## config.mk

```make
export PLATFORM = sky130hd
export DESIGN_NAME = ex_cond_unit
export DESIGN_NICKNAME = d
export VERILOG_FILES = /design/src/rtl/ex_cond_unit.sv
export SDC_FILE = /design/constraint.sdc
export NUM_CORES = 1
export LEC_CHECK = 0
export BUFFER_PORTS_ARGS = -buffer_cell sky130_fd_sc_hd__buf_2
export CAP_MARGIN = 20
export CORE_MARGIN = 2
export CORE_UTILIZATION = 45
export CTS_CLUSTER_SIZE = 8
export DETAILED_ROUTE_END_ITERATION = 10
export PLACE_DENSITY_LB_ADDON = 0.25
export SETUP_SLACK_MARGIN = 0.5
export SLEW_MARGIN = 20
export SYNTH_ARGS = -nofsm -noshare
export SYNTH_HDL_FRONTEND = slang
export SYNTH_SLANG_ARGS = --single-unit
```

## constraint.sdc

```tcl
create_clock -name i_clk -period 3.5 [get_ports i_clk]
set_input_delay 0 -clock i_clk [delete_from_list [all_inputs] [get_ports i_clk]]
set_output_delay 0 -clock i_clk [all_outputs]
set_load 0.005 [all_outputs]
```

## src/rtl/ex_cond_unit.sv

```systemverilog
// rtl/ex_cond_unit.sv - execute-stage PA-RISC condition evaluation, PSW carry and nullify tracking
module ex_cond_unit #(
    parameter int CNT_W = 16
) (
    input  logic             i_clk,
    input  logic             i_rst_n,
    input  logic [31:0]      i_alu_out,
    input  logic [3:0]       i_alu_flags,
    input  logic             i_ex_valid,
    input  logic [2:0]       i_cond,
    input  logic             i_cond_neg,
    input  logic             i_cond_en,
    input  logic             i_carry_we,
    input  logic             i_stall,
    input  logic             i_flush,
    output logic             o_ci,
    output logic             o_cond_true,
    output logic             o_nullify_ex,
    output logic [CNT_W-1:0] o_null_cnt
);

    typedef enum logic {
        S_IDLE = 1'b0,
        S_PEND = 1'b1
    } state_t;

    state_t           r_state;
    state_t           w_next_state;
    logic             r_ci;
    logic [CNT_W-1:0] r_null_cnt;

    logic w_z, w_n, w_c, w_v;
    logic w_raw;
    logic w_pend;
    logic w_adv;
    logic w_eff;
    logic w_set_pend;
    logic w_cnt_sat;
    logic w_unused_out;

    assign w_z = i_alu_flags[3];
    assign w_n = i_alu_flags[2];
    assign w_c = i_alu_flags[1];
    assign w_v = i_alu_flags[0];

    assign w_unused_out = ^i_alu_out[31:1];

    always_comb begin
        w_raw = 1'b0;
        case (i_cond)
            3'b000: w_raw = 1'b0;
            3'b001: w_raw = w_z;
            3'b010: w_raw = w_n ^ w_v;
            3'b011: w_raw = (w_n ^ w_v) | w_z;
            3'b100: w_raw = ~w_c;
            3'b101: w_raw = ~w_c | w_z;
            3'b110: w_raw = w_v;
            3'b111: w_raw = i_alu_out[0];
            default: w_raw = 1'b0;
        endcase
    end

    assign o_cond_true = w_raw ^ i_cond_neg;

    // adv: instruction leaves EX this edge; eff: it leaves and actually executes.
    assign w_adv      = i_ex_valid & ~i_stall & ~i_flush;
    assign w_eff      = w_adv & ~o_nullify_ex;
    assign w_set_pend = w_eff & i_cond_en & o_cond_true;

    always_ff @(posedge i_clk or negedge i_rst_n) begin
        if (!i_rst_n) begin
            r_state <= S_IDLE;
        end else begin
            r_state <= w_next_state;
        end
    end

    // Bubbles hold PEND so the nullification lands on the next real instruction.
    always_comb begin
        w_next_state = r_state;
        case (r_state)
            S_IDLE: begin
                if (w_set_pend) begin
                    w_next_state = S_PEND;
                end
            end
            S_PEND: begin
                if (i_flush || w_adv) begin
                    w_next_state = S_IDLE;
                end
            end
            default: w_next_state = S_IDLE;
        endcase
    end

    always_comb begin
        w_pend       = (r_state == S_PEND);
        o_nullify_ex = w_pend & i_ex_valid;
    end

    always_ff @(posedge i_clk or negedge i_rst_n) begin
        if (!i_rst_n) begin
            r_ci <= 1'b0;
        end else if (w_eff && i_carry_we) begin
            r_ci <= w_c;
        end
    end

    assign w_cnt_sat = &r_null_cnt;

    always_ff @(posedge i_clk or negedge i_rst_n) begin
        if (!i_rst_n) begin
            r_null_cnt <= '0;
        end else if (w_adv && o_nullify_ex && !w_cnt_sat) begin
            r_null_cnt <= r_null_cnt + CNT_W'(1);
        end
    end

    assign o_ci       = r_ci;
    assign o_null_cnt = r_null_cnt;

endmodule

```

## Yosys cells after proc, flatten, opt, wreduce, memory -nomap -nowiden

Cells that the tools add are included.

- Memories: 0
- Memory bits (writable): 0
- Bits in read-only memories: 0
- Bits in registers: 18
- Latch bits: 0

- Shift operators: 0
- Multipliers: 0
- $add $sub $neg: 1
- Bitwise operators: 15
- Reductions and logical operators: 7
- Divide/modulo/power cells: 0
- Order comparisons: 0
- Eq/ne operators: 7
- Muxes and demuxes: 4

Operators by type and width:

| kind | number |
|---|---|
| adder 16 x 1 -> 16 bit, second input constant | 1 |
| AND reduction 16 bit | 1 |
| == test 3 bit, second input constant | 4 |
| case mux 1 bit (8 select lines) | 1 |
| AND 1 bit | 6 |
| == test 3 x 2 -> 1 bit, second input constant | 2 |
| NOT 1 bit | 5 |
| == test 3 x 1 -> 1 bit, second input constant | 1 |
| logical AND 1 bit | 3 |
| zero test 3 bit | 1 |
| 2-to-1 mux 1 bit | 2 |
| OR 1 bit | 2 |
| case mux 1 bit (2 select lines) | 1 |
| bitwise XOR 1 bit | 2 |
| zero test 1 bit | 1 |
| logical OR 1 bit | 1 |

## Depth between registers and ports, before layout

Gate-level depths: netlist (run 1).

- Depth after elaboration: 8
- Depth in mapped cells: 5
- Mapped depth without buffers: 5

## Worst setup path after synthesis (run 1)

OpenSTA, ideal clock, no wires.

- Kind: reg2reg
- Start point: register r_null_cnt[0] (netlist: o_null_cnt[0])
- End point: register r_null_cnt[1] (netlist: o_null_cnt[1])
- Period minus slack after synthesis: 1667 ps
- Data required time: 3375 ps
- Library setup time: 125 ps
- Path slack: 1833 ps
- Stages on the path, launching flop included: 6
- Path buffers: 0
- Arrival: 1542 ps
- Path through: dfrtp_1 -> ha_1 -> nand3_1 -> nor3_4 -> a21oi_2 -> mux2_4

- Longest elaborated chain between the ends: 3

RTL lines:

| element | RTL line | RTL |
|---|---|---|
| from (decl) | 30 | `logic [CNT_W-1:0] r_null_cnt;` |
| from (signal assigned) | 115 | `r_null_cnt <= r_null_cnt + CNT_W'(1);` |
| branches (longest 3 deep; another with adder 16 x 1 -> 16 bit) | -- |  |

Several ways; the timed one is not identified.
A chain may end at the register's enable or synchronous reset.

## Final worst setup path (run 1)

Same ends and word-level chain as after synthesis.

==> flow_summary_export.csv, run 1 <==
group,metric,value,unit
logic_synthesis,ys_seq_area_frac,0.4215,
logic_synthesis,yosysWarningCount,0,
final_layout,area_delta_synth_final,22.72,%
critical_path,r2r_start,"o_null_cnt[0]",
cts,postCtsSetupRepairBufs,0,
placed_design,dp.final_hpwl,1.699,mm
floorplan,floorplan.die.height,52.73,um
status,run_status,"completed",
pwr,cellLeakagePower,0.6815,nW
logic_synthesis,syn_nets,141,
global_routing,grt_start_max_net_pins,19,
floorplan,floorplan.core_area,0.002233,sq mm
critical_path,crit_slowest_cell,"sky130_fd_sc_hd__nor3_4",
critical_path,setup.worst_path.end_class,"register",
floorplan,floorplan.initialDensity,0.4784,
final_layout,antenna_cells,0,
sta,finalSetupTns,0,ps
global_routing,grt_pass1_wl,3.650,mm
critical_path,worst_ep_required_time,3690,ps
cts,cts-resized-gates,0,
cts,worst_path_clk_slew,100,ps
route,drt_wl_total,2.192,mm
pwr,power.density_cell_area,285.6,mW/mm^2
worst_hold_path,holdPathStages,3,
critical_path,rrSetupSlack,1670,ps
critical_path,path_max_fanout,9,
cts,cts_buffer_depth,2,
route,routed_via_density,5.673,
sta,finalCriticalPeriod,1832,ps
sta,hold_viol,0,
route,drt.antenna.violating_nets,0,
critical_path,critical_path_cell_sequence,"ha_1, nand3_1, nor3_4, a21oi_2, mux2_4",
critical_path,cpPeakStageDelay,470,ps
critical_path,cp_data_arrival_time,2020,ps
route,detailedRoute.firstIterationViolations,14,
critical_path,rr_endpoint,"o_null_cnt[1]",
logic_synthesis,mapped_cell_area,0.001069,sq mm
sta,skew,0.3879,ps
floorplan,num_rows,17,
final_layout,layout-drive-gt1-share,0.3969,
global_routing,vias_in_the_first_global_route,870,
route,num_vias,902,
cts,clock_latency,290,ps
critical_path,worstSetupStartpointType,"register",
sta,timing.final.setup_violations,0,
cts,ctsHtreeMaxLevel,1,
route,detail_route.wl_per_cell,13.79,um
critical_path,critical_path_buf_inv_count,0,
worst_hold_path,hold_start,"i_stall",
cts,clk_root_buffer_cell,"sky130_fd_sc_hd__clkbuf_4",
final_layout,design.final.nets,181,
logic_synthesis,postSynthAreaPerCell,11.49,sq um
sta,setup_repair_after_global_routing_missed_its_margin,"false",
cts,clock_sink_count,18,
logic_synthesis,post_synth_inst_count,93,
route,route.detailed.drc,0,
critical_path,worst-setup-path-type,"register to register",
placed_design,gp_congestion,0.7037,
critical_path,r2r.worst_path.cells,5,
flow_run,drv.max_cap_violation_count,0,
logic_synthesis,yosys.cell_types.count,40,
sta,slew_violations,0,
route,drtPass1Iterations,4,
worst_hold_path,hold-path-endpoint,"r_state",
global_routing,gr-usage-all-layers,0.1817,
cts,cts_tree,"done",
sta,slew-limit-headroom,0.6173,
pwr,power.ir.vdd_worst,0.0001863,V
placed_design,detailed_place.area,0.001269,sq mm
floorplan,floorplan.die_area,0.002780,sq mm
worst_hold_path,hold_path_class,"input port to register",
placed_design,buffer_ports.inserted,34,
floorplan,ios,66,
final_layout,fin_area,0.001311,sq mm
final_layout,fill_cells,204,
cts,cts_inserted_buffers,3,
global_routing,antenna_found_initial,0,
global_routing,global_route.overflow_total,0,
sta,achievable-frequency,546.0,MHz
critical_path,cp_top_family,"simple AND/OR/NAND/NOR gates",
floorplan,horizontal_extent_of_the_die,52.73,um
sta,worst-slew-pin-transition,573.5,ps
logic_synthesis,register_bit_count_reported_by_yosys,18,
sta,final_min_period_over_clock_period,0.5233,
[worst max path at each step]
stage                   from       endpoint  slack (ps)  depth (start not counted)
3_3_place_gp   o_null_cnt[0]  o_null_cnt[1]        1700                          5
2_1_floorplan  o_null_cnt[0]  o_null_cnt[1]        1830                          5
5_1_grt        o_null_cnt[0]  o_null_cnt[1]        1550                          5
4_1_cts        o_null_cnt[0]  o_null_cnt[1]        1650                          5
3_5_place_dp   o_null_cnt[0]  o_null_cnt[1]        1650                          5
6_report       o_null_cnt[0]  o_null_cnt[1]        1670                          5
[through the flow]
stage          power, mW  utilization  setup slack, ps  std cells  hold slack, ps
2_1_floorplan     0.2471            -             1833         93          -295.6
3_3_place_gp      0.2729       0.5681             1698        154          -50.96
3_5_place_dp      0.2771       0.5681             1653        154          -46.54
4_1_cts           0.3791       0.5871             1645        159           96.70
5_1_grt           0.3924       0.5871             1553        159           125.1
6_report          0.3745       0.5871             1669        159           98.11
[placed cells by master (no fill, tap or decap), types with 2 or more instances in the layout]
| cell | Yosys | routed |
|---|---|---|
| sky130_fd_sc_hd__nor4b_2 | 3 | 3 |
| sky130_fd_sc_hd__nand3_1 | 5 | 5 |
| sky130_fd_sc_hd__mux2_2 | 3 | 3 |
| sky130_fd_sc_hd__nand2_1 | 6 | 6 |
| sky130_fd_sc_hd__nand2b_1 | 3 | 3 |
| sky130_fd_sc_hd__and3_1 | 2 | 2 |
| sky130_fd_sc_hd__a21oi_1 | 3 | 3 |
| sky130_fd_sc_hd__nand4_1 | 3 | 3 |
| sky130_fd_sc_hd__a211oi_1 | 2 | 2 |
| sky130_fd_sc_hd__dfrtp_1 | 18 | 18 |
| sky130_fd_sc_hd__buf_2 | 1 | 34 |
| sky130_fd_sc_hd__xor2_1 | 13 | 13 |
| sky130_fd_sc_hd__clkbuf_4 | 0 | 3 |
| sky130_fd_sc_hd__dlygate4sd3_1 | 0 | 2 |
| sky130_fd_sc_hd__nor2_1 | 3 | 3 |
| sky130_fd_sc_hd__xnor2_1 | 2 | 2 |
[registers in the layout, summed over array words and instances, names as in the netlist]
signal	cells
o_ci	1
o_null_cnt	16
r_state	1
[layer usage]
metal,share of wire,track usage
met1,0.40,0.1906
met5,0,0
met4,0.017,0.07692
met3,0.050,0.03429
met2,0.53,0.3458
[repair_timing]
| action | in CTS | in global routing |
|---|---|---|
| setup endpoints to repair | 0 | 0 |
| hold endpoints to repair | 19 | 0 |
| hold buffers | 2 | 0 |
[synth_stat cells (all sizes together)]
cell type | number | area share
dfrtp | 18 | 0.42
xor2 | 13 | 0.11
nand2 | 6 | 0.021
nand3 | 5 | 0.023
a21oi | 4 | 0.022
mux2 | 4 | 0.046
nand4 | 4 | 0.029
nor2 | 4 | 0.016
nor4b | 4 | 0.050
nand2b | 3 | 0.018
a2111oi | 2 | 0.022
a211oi | 2 | 0.014
and3 | 2 | 0.012
nor4 | 2 | 0.018
or2 | 2 | 0.014
xnor2 | 2 | 0.016
a221o | 1 | 0.0094
a222oi | 1 | 0.0094
and2 | 1 | 0.0059
and4 | 1 | 0.0082
buf | 1 | 0.0047
ha | 1 | 0.012
inv | 1 | 0.0035
mux2i | 1 | 0.0094
nand3b | 1 | 0.0070
nand4b | 1 | 0.0082
nand4bb | 1 | 0.026
nor2b | 1 | 0.0059
nor3 | 1 | 0.015
nor4bb | 1 | 0.0094
o21a | 1 | 0.0070
or4b | 1 | 0.0094
[cell type report]
type,count,area (sq um),area share
Multi-Input combinational cell,73,609.3,0.4647
Sequential cell,18,450.4,0.3435
Timing Repair Buffer,36,190.2,0.1450
Tap cell,28,35.03,0.02672
Clock buffer,3,22.52,0.01718
Inverter,1,3.754,0.002863
[logic make-up after synthesis]
kind of cell | Yosys count | share of synthesized area
adder cells (fa/ha/maj) | 1 | 0.01171
multiplexers | 5 | 0.05503
flip-flops | 18 | 0.4215
buffers and inverters | 2 | 0.008189
XOR/XNOR | 15 | 0.1230
AO/OA/AOI/OAI | 11 | 0.08430
AND/OR/NAND/NOR | 41 | 0.2963
[where the power goes]
group | leakage (nW) | switching [mW] | total (mW) | internal (mW)
combinational | 0.425 | 0.0217 | 0.0481 | 0.0264
clock | 0.0138 | 0.0613 | 0.101 | 0.0401
sequential | 0.243 | 0.00925 | 0.225 | 0.216
[worst register-to-register path, stage by stage, from the launching register on]
cell and delay [ps]:
sky130_fd_sc_hd__dfrtp_1 440, sky130_fd_sc_hd__ha_1 190, sky130_fd_sc_hd__nand3_1 150, sky130_fd_sc_hd__nor3_4 470, sky130_fd_sc_hd__a21oi_2 150, sky130_fd_sc_hd__mux2_4 330
Power figures use the tool's default switching activity.
==> inputs of run 2 (changes only) <==
- ABC_AREA: not set -> 1
- CORE_UTILIZATION: 45 -> 44
- clock period: 3.5 -> 1.7 ns (I/O delays scaled with it)
==> run 2 against run 1 <==
Against the previous run: combinational power increased to 4.5 times the previous value; sequential power rose by 120%; register-to-register slack worse by 1300 ps; total power grew to 2.6 times the previous value; wire length increased by 36%; critical path depth is 2 higher; critical endpoint is now o_null_cnt[0].
==> flow_summary_export.csv, run 2 <==
group,metric,value,unit
critical_path,path_max_fanout,8,
final_layout,multiInputGateArea,762.0,sq um
critical_path,crit_slowest_cell,"sky130_fd_sc_hd__dfrtp_1",
sta,finalSetupTns,0,ps
sta,worst-slew-pin-transition,401.4,ps
critical_path,cp_top_family,"simple AND/OR/NAND/NOR gates",
worst_hold_path,hold_path_class,"input port to register",
final_layout,layout-drive-gt1-share,0.3717,
critical_path,r2r_start,"o_null_cnt[1]",
global_routing,antenna_found_initial,0,
pwr,sequential_fraction_of_design_power,0.498,
global_routing,vias_in_the_first_global_route,1156,
critical_path,cp_data_arrival_time,1590,ps
sta,final_min_period_over_clock_period,0.7990,
critical_path,setup.worst_path.end_class,"register",
logic_synthesis,postSynthAreaPerCell,7.024,sq um
route,detail_route.wl_per_cell,11.68,um
logic_synthesis,yosysWarningCount,0,
floorplan,floorplan.core_area,0.002522,sq mm
global_routing,grt_start_max_net_pins,19,
critical_path,critical_path_buf_inv_count,1,
route,drt.antenna.violating_nets,0,
logic_synthesis,synth.cells.most_frequent,"sky130_fd_sc_hd__nand2_1 (71), sky130_fd_sc_hd__inv_1 (19), sky130_fd_sc_hd__dfrtp_1 (18)",
flow_run,drv.max_cap_violation_count,0,
final_layout,final_common_cell,"sky130_fd_sc_hd__nand2_1",
cts,cts_tree,"done",
floorplan,horizontal_extent_of_the_die,56.25,um
cts,clock_sink_count,18,
logic_synthesis,post-synth-top-area-cell,"sky130_fd_sc_hd__dfrtp_1",
logic_synthesis,post_synth_inst_count,171,
route,drt_wl_total,2.991,mm
placed_design,dp.final_hpwl,2.051,mm
placed_design,gp_congestion,0.7822,
cts,cts_inserted_buffers,3,
route,route.detailed.drc,0,
floorplan,num_rows,18,
critical_path,rrSetupSlack,340,ps
critical_path,worstSetupStartpointType,"register",
cts,clk_root_buffer_cell,"sky130_fd_sc_hd__clkbuf_4",
pwr,internal_power,0.6981,mW
floorplan,floorplan.die_area,0.003164,sq mm
pwr,power_frac_comb,0.219,
pwr,power.density_cell_area,570.8,mW/mm^2
sta,hold_viol,0,
sta,whs,26.86,ps
final_layout,fill_cells,207,
route,drtPass1Iterations,4,
pwr,cellLeakagePower,0.8786,nW
floorplan,floorplan.initialDensity,0.4762,
cts,clock_latency,300,ps
placed_design,dpl_worst_slack,178.8,ps
logic_synthesis,async_reset_ff_frac,1.000,
placed_design,buffer_ports.inserted,34,
global_routing,gr-usage-all-layers,0.1863,
sta,slew-limit-headroom,0.7324,
final_layout,largest_reg_flops,16,
logic_synthesis,post-synth-top-count-cell,"sky130_fd_sc_hd__nand2_1",
status,run_status,"completed",
sta,setup_repair_after_global_routing_missed_its_margin,"true",
logic_synthesis,syn_nets,219,
critical_path,crit_path_start,"o_null_cnt[1]",
critical_path,cpPeakStageDelay,420,ps
cts,cts_buffer_depth,2,
critical_path,critical-path-top-cell-by-count,"sky130_fd_sc_hd__nand3_4",
critical_path,critical_path_cell_sequence,"ha_4, nand3_4, nor2_4, nand3_4, nand2_8, buf_12, xor2_2",
logic_synthesis,register_bit_count_reported_by_yosys,18,
final_layout,antenna_cells,0,
final_layout,seqCellArea,455.4,sq um
cts,worst_path_clk_slew,110,ps
logic_synthesis,yosys.cell_types.count,27,
critical_path,worst_ep_required_time,1930,ps
logic_synthesis,yosys_most_used_dff,"sky130_fd_sc_hd__dfrtp_1",
worst_hold_path,hold_start,"i_cond_neg",
cts,ctsHtreeMaxLevel,1,
critical_path,worst-setup-path-type,"register to register",
route,routed_via_density,4.945,
pwr,clock_power_share,0.283,
floorplan,floorplan.die.height,56.25,um
pwr,power.switching,0.2818,mW
pwr,power.ir.vdd_worst,0.0004346,V
logic_synthesis,synth_edf_count,0,
global_routing,global_route.overflow_total,0,
route,num_vias,1266,
logic_synthesis,mapped_cell_area,0.001201,sq mm
final_layout,design.final.nets,275,
sta,skew,2.658,ps
sta,setup_ws,341.6,ps
sta,finalCriticalPeriod,1358,ps
sta,achievable-frequency,736.2,MHz
final_layout,area_delta_synth_final,42.92,%
final_layout,most-common-layout-cells,"sky130_fd_sc_hd__nand2_1 (65), sky130_fd_sc_hd__buf_2 (34), sky130_fd_sc_hd__inv_1 (19)",
pwr,p_sw_frac,0.2876,
sta,slew_violations,0,
logic_synthesis,yosys-top-cells-area,"sky130_fd_sc_hd__dfrtp_1 (38%), sky130_fd_sc_hd__nand2_1 (22%), sky130_fd_sc_hd__inv_1 (5.9%), sky130_fd_sc_hd__xor2_1 (4.4%), sky130_fd_sc_hd__nand3_1 (4.2%)",
sta,timing.final.setup_violations,0,
logic_synthesis,ys_seq_area_frac,0.3750,
floorplan,ios,66,
global_routing,grt_pass1_wl,4.781,mm
route,detailedRoute.firstIterationViolations,44,
logic_synthesis,post-synth-top-area-fraction,0.3750,
-- run 2: kinds of logic after synthesis --
group,synth area share
fa+ha+maj,0.01042
simple gates,0.4167
xor+xnor,0.08021
flops,0.3750
compound gates,0.03438
buf+inv,0.08334
-- run 2: final cells by class --
| type | count | share of cell area |
|---|---|---|
| inverter | 21 | 0.04883 |
| clock buffer | 4 | 0.02114 |
| multi-input combinational | 130 | 0.4439 |
| sequential | 18 | 0.2653 |
| tap | 30 | 0.02187 |
| timing repair buffer | 53 | 0.1990 |
-- run 2: tightest hold or removal path: stages --
cell and delay, ps:
sky130_fd_sc_hd__buf_2 90, sky130_fd_sc_hd__inv_1 30, sky130_fd_sc_hd__nand2_1 60, sky130_fd_sc_hd__nand3_1 70, sky130_fd_sc_hd__nand2_1 50
-- run 2: per-stage QoR --
stage / std cells / util / area, sq um / total power [mW]
floorplan: 171 / - / 1222 / 0.5818
global placement: 233 / 0.5595 / 1411 / 0.6490
detailed placement: 233 / 0.5595 / 1411 / 0.6625
CTS: 253 / 0.6493 / 1638 / 0.9641
global route: 256 / 0.6806 / 1717 / 1.033
finish: 256 / 0.6806 / 1717 / 0.9799
-- run 2: worst paths after layout --
check                           endpoint  depth (start not counted)
setup / recovery           o_null_cnt[0]                          7
hold / removal                   r_state                          5
setup reg to reg           o_null_cnt[0]                          7
hold reg to reg                     o_ci                          2
max in group asynchronous  o_null_cnt[7]                          2
min in group asynchronous  o_null_cnt[9]                          2
-- run 2: power by group through the flow --
stage | combinational [mW] | clock [mW] | sequential [mW]
2_1_floorplan | 0.0821 | 0 | 0.500
3_3_place_gp | 0.149 | 0 | 0.500
3_5_place_dp | 0.159 | 0 | 0.504
4_1_cts | 0.200 | 0.275 | 0.489
5_1_grt | 0.240 | 0.300 | 0.493
6_report | 0.215 | 0.277 | 0.488
-- run 2: repair_timing --
| item | CTS | global route |
|---|---|---|
| pin swaps | 5 | 8 |
| hold endpoints to repair | 20 | 0 |
| hold buffers | 5 | 0 |
| setup endpoints to repair | 16 | 16 |
| buffers inserted | 11 | 3 |
| gates resized for setup | 10 | 16 |
-- run 2: routing by layer --
metal | vias up | track usage | part of all wire
met2 | 37 | 0.3445 | 0.52
met4 | 0 | 0.05102 | 0.015
met3 | 5 | 0.02074 | 0.041
li1 | 636 | - | -
met1 | 588 | 0.2266 | 0.43
met5 | - | 0 | 0
==> inputs of run 3 (changes only) <==
- clock period: 1.7 -> 1.3 ns (I/O delays scaled with it)
==> run 3 against run 2 <==
Against the previous run: the run now ends with negative setup slack left; final cell count increased by 9.0%; worst setup slack got worse by 430 ps; combinational power increased by 83%; flip-flop and latch count unchanged; critical path type unchanged; largest power group unchanged; highest routed layer unchanged.
==> flow_summary_export.csv, run 3 (synthesized netlist as in run 2, its figures left out) <==
group,metric,value,unit
route,met3_length,99,um
sta,hold_viol,0,
final_layout,fill_cells,149,
final_layout,seqCellArea,451.7,sq um
sta,final_min_period_over_clock_period,1.067,
final_layout,final_common_cell,"sky130_fd_sc_hd__nand2_1",
global_routing,global_route.overflow_total,0,
floorplan,floorplan.core_area,0.002522,sq mm
worst_hold_path,holdPathStages,5,
sta,setup_ws,-86.55,ps
cts,cts_inserted_buffers,3,
pwr,power.ir.vdd_worst,0.0007231,V
critical_path,path_max_fanout,5,
final_layout,area_delta_synth_final,68.75,%
cts,cts_tree,"done",
final_layout,most-common-layout-cells,"sky130_fd_sc_hd__nand2_1 (61), sky130_fd_sc_hd__buf_6 (31), sky130_fd_sc_hd__buf_2 (20)",
critical_path,rr_endpoint,"o_null_cnt[6]",
critical_path,setup.worst_path.end_class,"register",
placed_design,buffer_ports.inserted,34,
sta,finalCriticalPeriod,1387,ps
status,failed_checks,"negative setup slack",
route,drt.antenna.violating_nets,0,
sta,achievable-frequency,721.2,MHz
sta,skew,3.262,ps
critical_path,cp_data_arrival_time,1590,ps
status,run_status,"finished, violations left",
route,drtPass1Iterations,6,
route,num_vias,1371,
final_layout,antenna_cells,0,
cts,clock_latency,310,ps
route,dr_wl_met2,2.003,mm
global_routing,gr-usage-all-layers,0.2185,
critical_path,worst_ep_required_time,1500,ps
placed_design,numPlacedInstances,253,
critical_path,rrSetupSlack,-90,ps
cts,cts_buffer_depth,2,
global_routing,grt_start_max_net_pins,19,
global_routing,vias_in_the_first_global_route,1335,
final_layout,fin_area,0.002027,sq mm
final_layout,fin_cells,279,
cts,ctsHtreeMaxLevel,1,
pwr,power.density_cell_area,692.2,mW/mm^2
worst_hold_path,hold_path_class,"input port to register",
sta,slew_violations,0,
pwr,total_power,1.403,mW
final_layout,multiInputGateArea,755.7,sq um
sta,worst-slew-pin-transition,415.0,ps
sta,timing.final.setup_violations,16,
cts,worst_path_clk_slew,110,ps
global_routing,antenna_found_initial,0,
global_routing,grt_pass1_wl,5.575,mm
floorplan,horizontal_extent_of_the_die,56.25,um
worst_hold_path,hold-path-endpoint,"r_state",
placed_design,dp.final_hpwl,2.228,mm
sta,whs,15.07,ps
critical_path,r2r.worst_path.cells,6,
critical_path,worst-setup-path-type,"register to register",
route,detail_route.wl_per_cell,13.04,um
cts,clk_root_buffer_cell,"sky130_fd_sc_hd__clkbuf_4",
final_layout,layout-drive-gt1-share,0.4578,
sta,slew-limit-headroom,0.7233,
floorplan,floorplan.die_area,0.003164,sq mm
critical_path,r2r_start,"o_null_cnt[1]",
route,routed_via_density,4.914,
route,route.detailed.drc,0,
placed_design,detailed_place.area,0.001574,sq mm
route,wirelength_met1,1.491,mm
final_layout,largest_reg_flops,16,
floorplan,num_rows,18,
route,detailedRoute.firstIterationViolations,21,
placed_design,gp_congestion,0.8114,
critical_path,worstSetupStartpointType,"register",
pwr,cellLeakagePower,1.035,nW
worst_hold_path,hold_start,"i_stall",
sta,setup_repair_after_global_routing_missed_its_margin,"true",
route,drt_wl_total,3.637,mm
final_layout,design.final.nets,298,
floorplan,ios,66,
floorplan,floorplan.initialDensity,0.4762,
final_layout,postLayoutCoreUtil,0.8036,
flow_run,drv.max_cap_violation_count,0,
floorplan,floorplan.die.height,56.25,um
route,top_signal_layer_used,"met4",
cts,clock_sink_count,18,
## run 3: changes by cell type in the layout (fill, tap and decap cells not counted), moves of 2 or more
cell / before / now
sky130_fd_sc_hd__nand3_2: 0 / 2
sky130_fd_sc_hd__buf_6: 1 / 31
sky130_fd_sc_hd__dfrtp_1: 14 / 17
sky130_fd_sc_hd__buf_2: 34 / 20
sky130_fd_sc_hd__inv_1: 19 / 16
sky130_fd_sc_hd__buf_4: 12 / 19
sky130_fd_sc_hd__dfrtp_2: 4 / 1
sky130_fd_sc_hd__nand2_2: 8 / 12
sky130_fd_sc_hd__o21ai_0: 5 / 3
sky130_fd_sc_hd__inv_2: 1 / 4
sky130_fd_sc_hd__nand2_1: 65 / 61
## run 3: critical path, cell delays in order (launching register included)
cell                      delay (ps)
sky130_fd_sc_hd__dfrtp_1         410
sky130_fd_sc_hd__ha_4            160
sky130_fd_sc_hd__nand3_4         110
sky130_fd_sc_hd__nor2_4          170
sky130_fd_sc_hd__buf_6           120
sky130_fd_sc_hd__xor2_1          190
sky130_fd_sc_hd__o21ai_1         110
## run 3: what timing repair did
item / CTS / global route
endpoints found under the setup margin: 37 / 37
pin swaps: 7 / 13
gates resized for setup: 27 / 35
hold endpoints to repair: 20 / 0
setup buffers: 9 / 8
hold buffers: 5 / 0
## run 3: per-stage QoR
stage          setup WS (ps)  TNS [ps]
5_1_grt               -151.1     -1864
3_3_place_gp          -5.984    -5.984
6_report              -86.55    -630.2
2_1_floorplan         -62.08    -575.0
3_5_place_dp          -71.20    -539.3
4_1_cts               -60.72    -525.1
## run 3: layout make-up
class,instances,area share
Timing Repair Buffer,76,0.3265
Inverter,21,0.04136
Sequential cell,18,0.2228
Clock buffer,4,0.01790
Tap cell,30,0.01852
Multi-Input combinational cell,130,0.3728
## run 3: worst max-delay path by stage
stage,endpoint,cells past startpoint,from
floorplan,o_null_cnt[10],9,o_null_cnt[1]
global placement,o_null_cnt[12],9,o_null_cnt[1]
detailed placement,o_null_cnt[10],7,o_null_cnt[1]
CTS,o_null_cnt[0],7,o_null_cnt[1]
global route,o_null_cnt[6],7,o_null_cnt[9]
finish,o_null_cnt[6],6,o_null_cnt[1]
## run 3: power breakdown
part | switching, mW | internal (mW)
clock | 0.201 | 0.171
combinational | 0.167 | 0.227
sequential | 0.0381 | 0.599
## run 3: metal layers
| layer | track usage | up-vias |
|---|---|---|
| met5 | 0 | - |
| met4 | 0.05782 | 0 |
| met3 | 0.02765 | 4 |
| met2 | 0.4286 | 41 |
| met1 | 0.2435 | 640 |
| li1 | - | 686 |
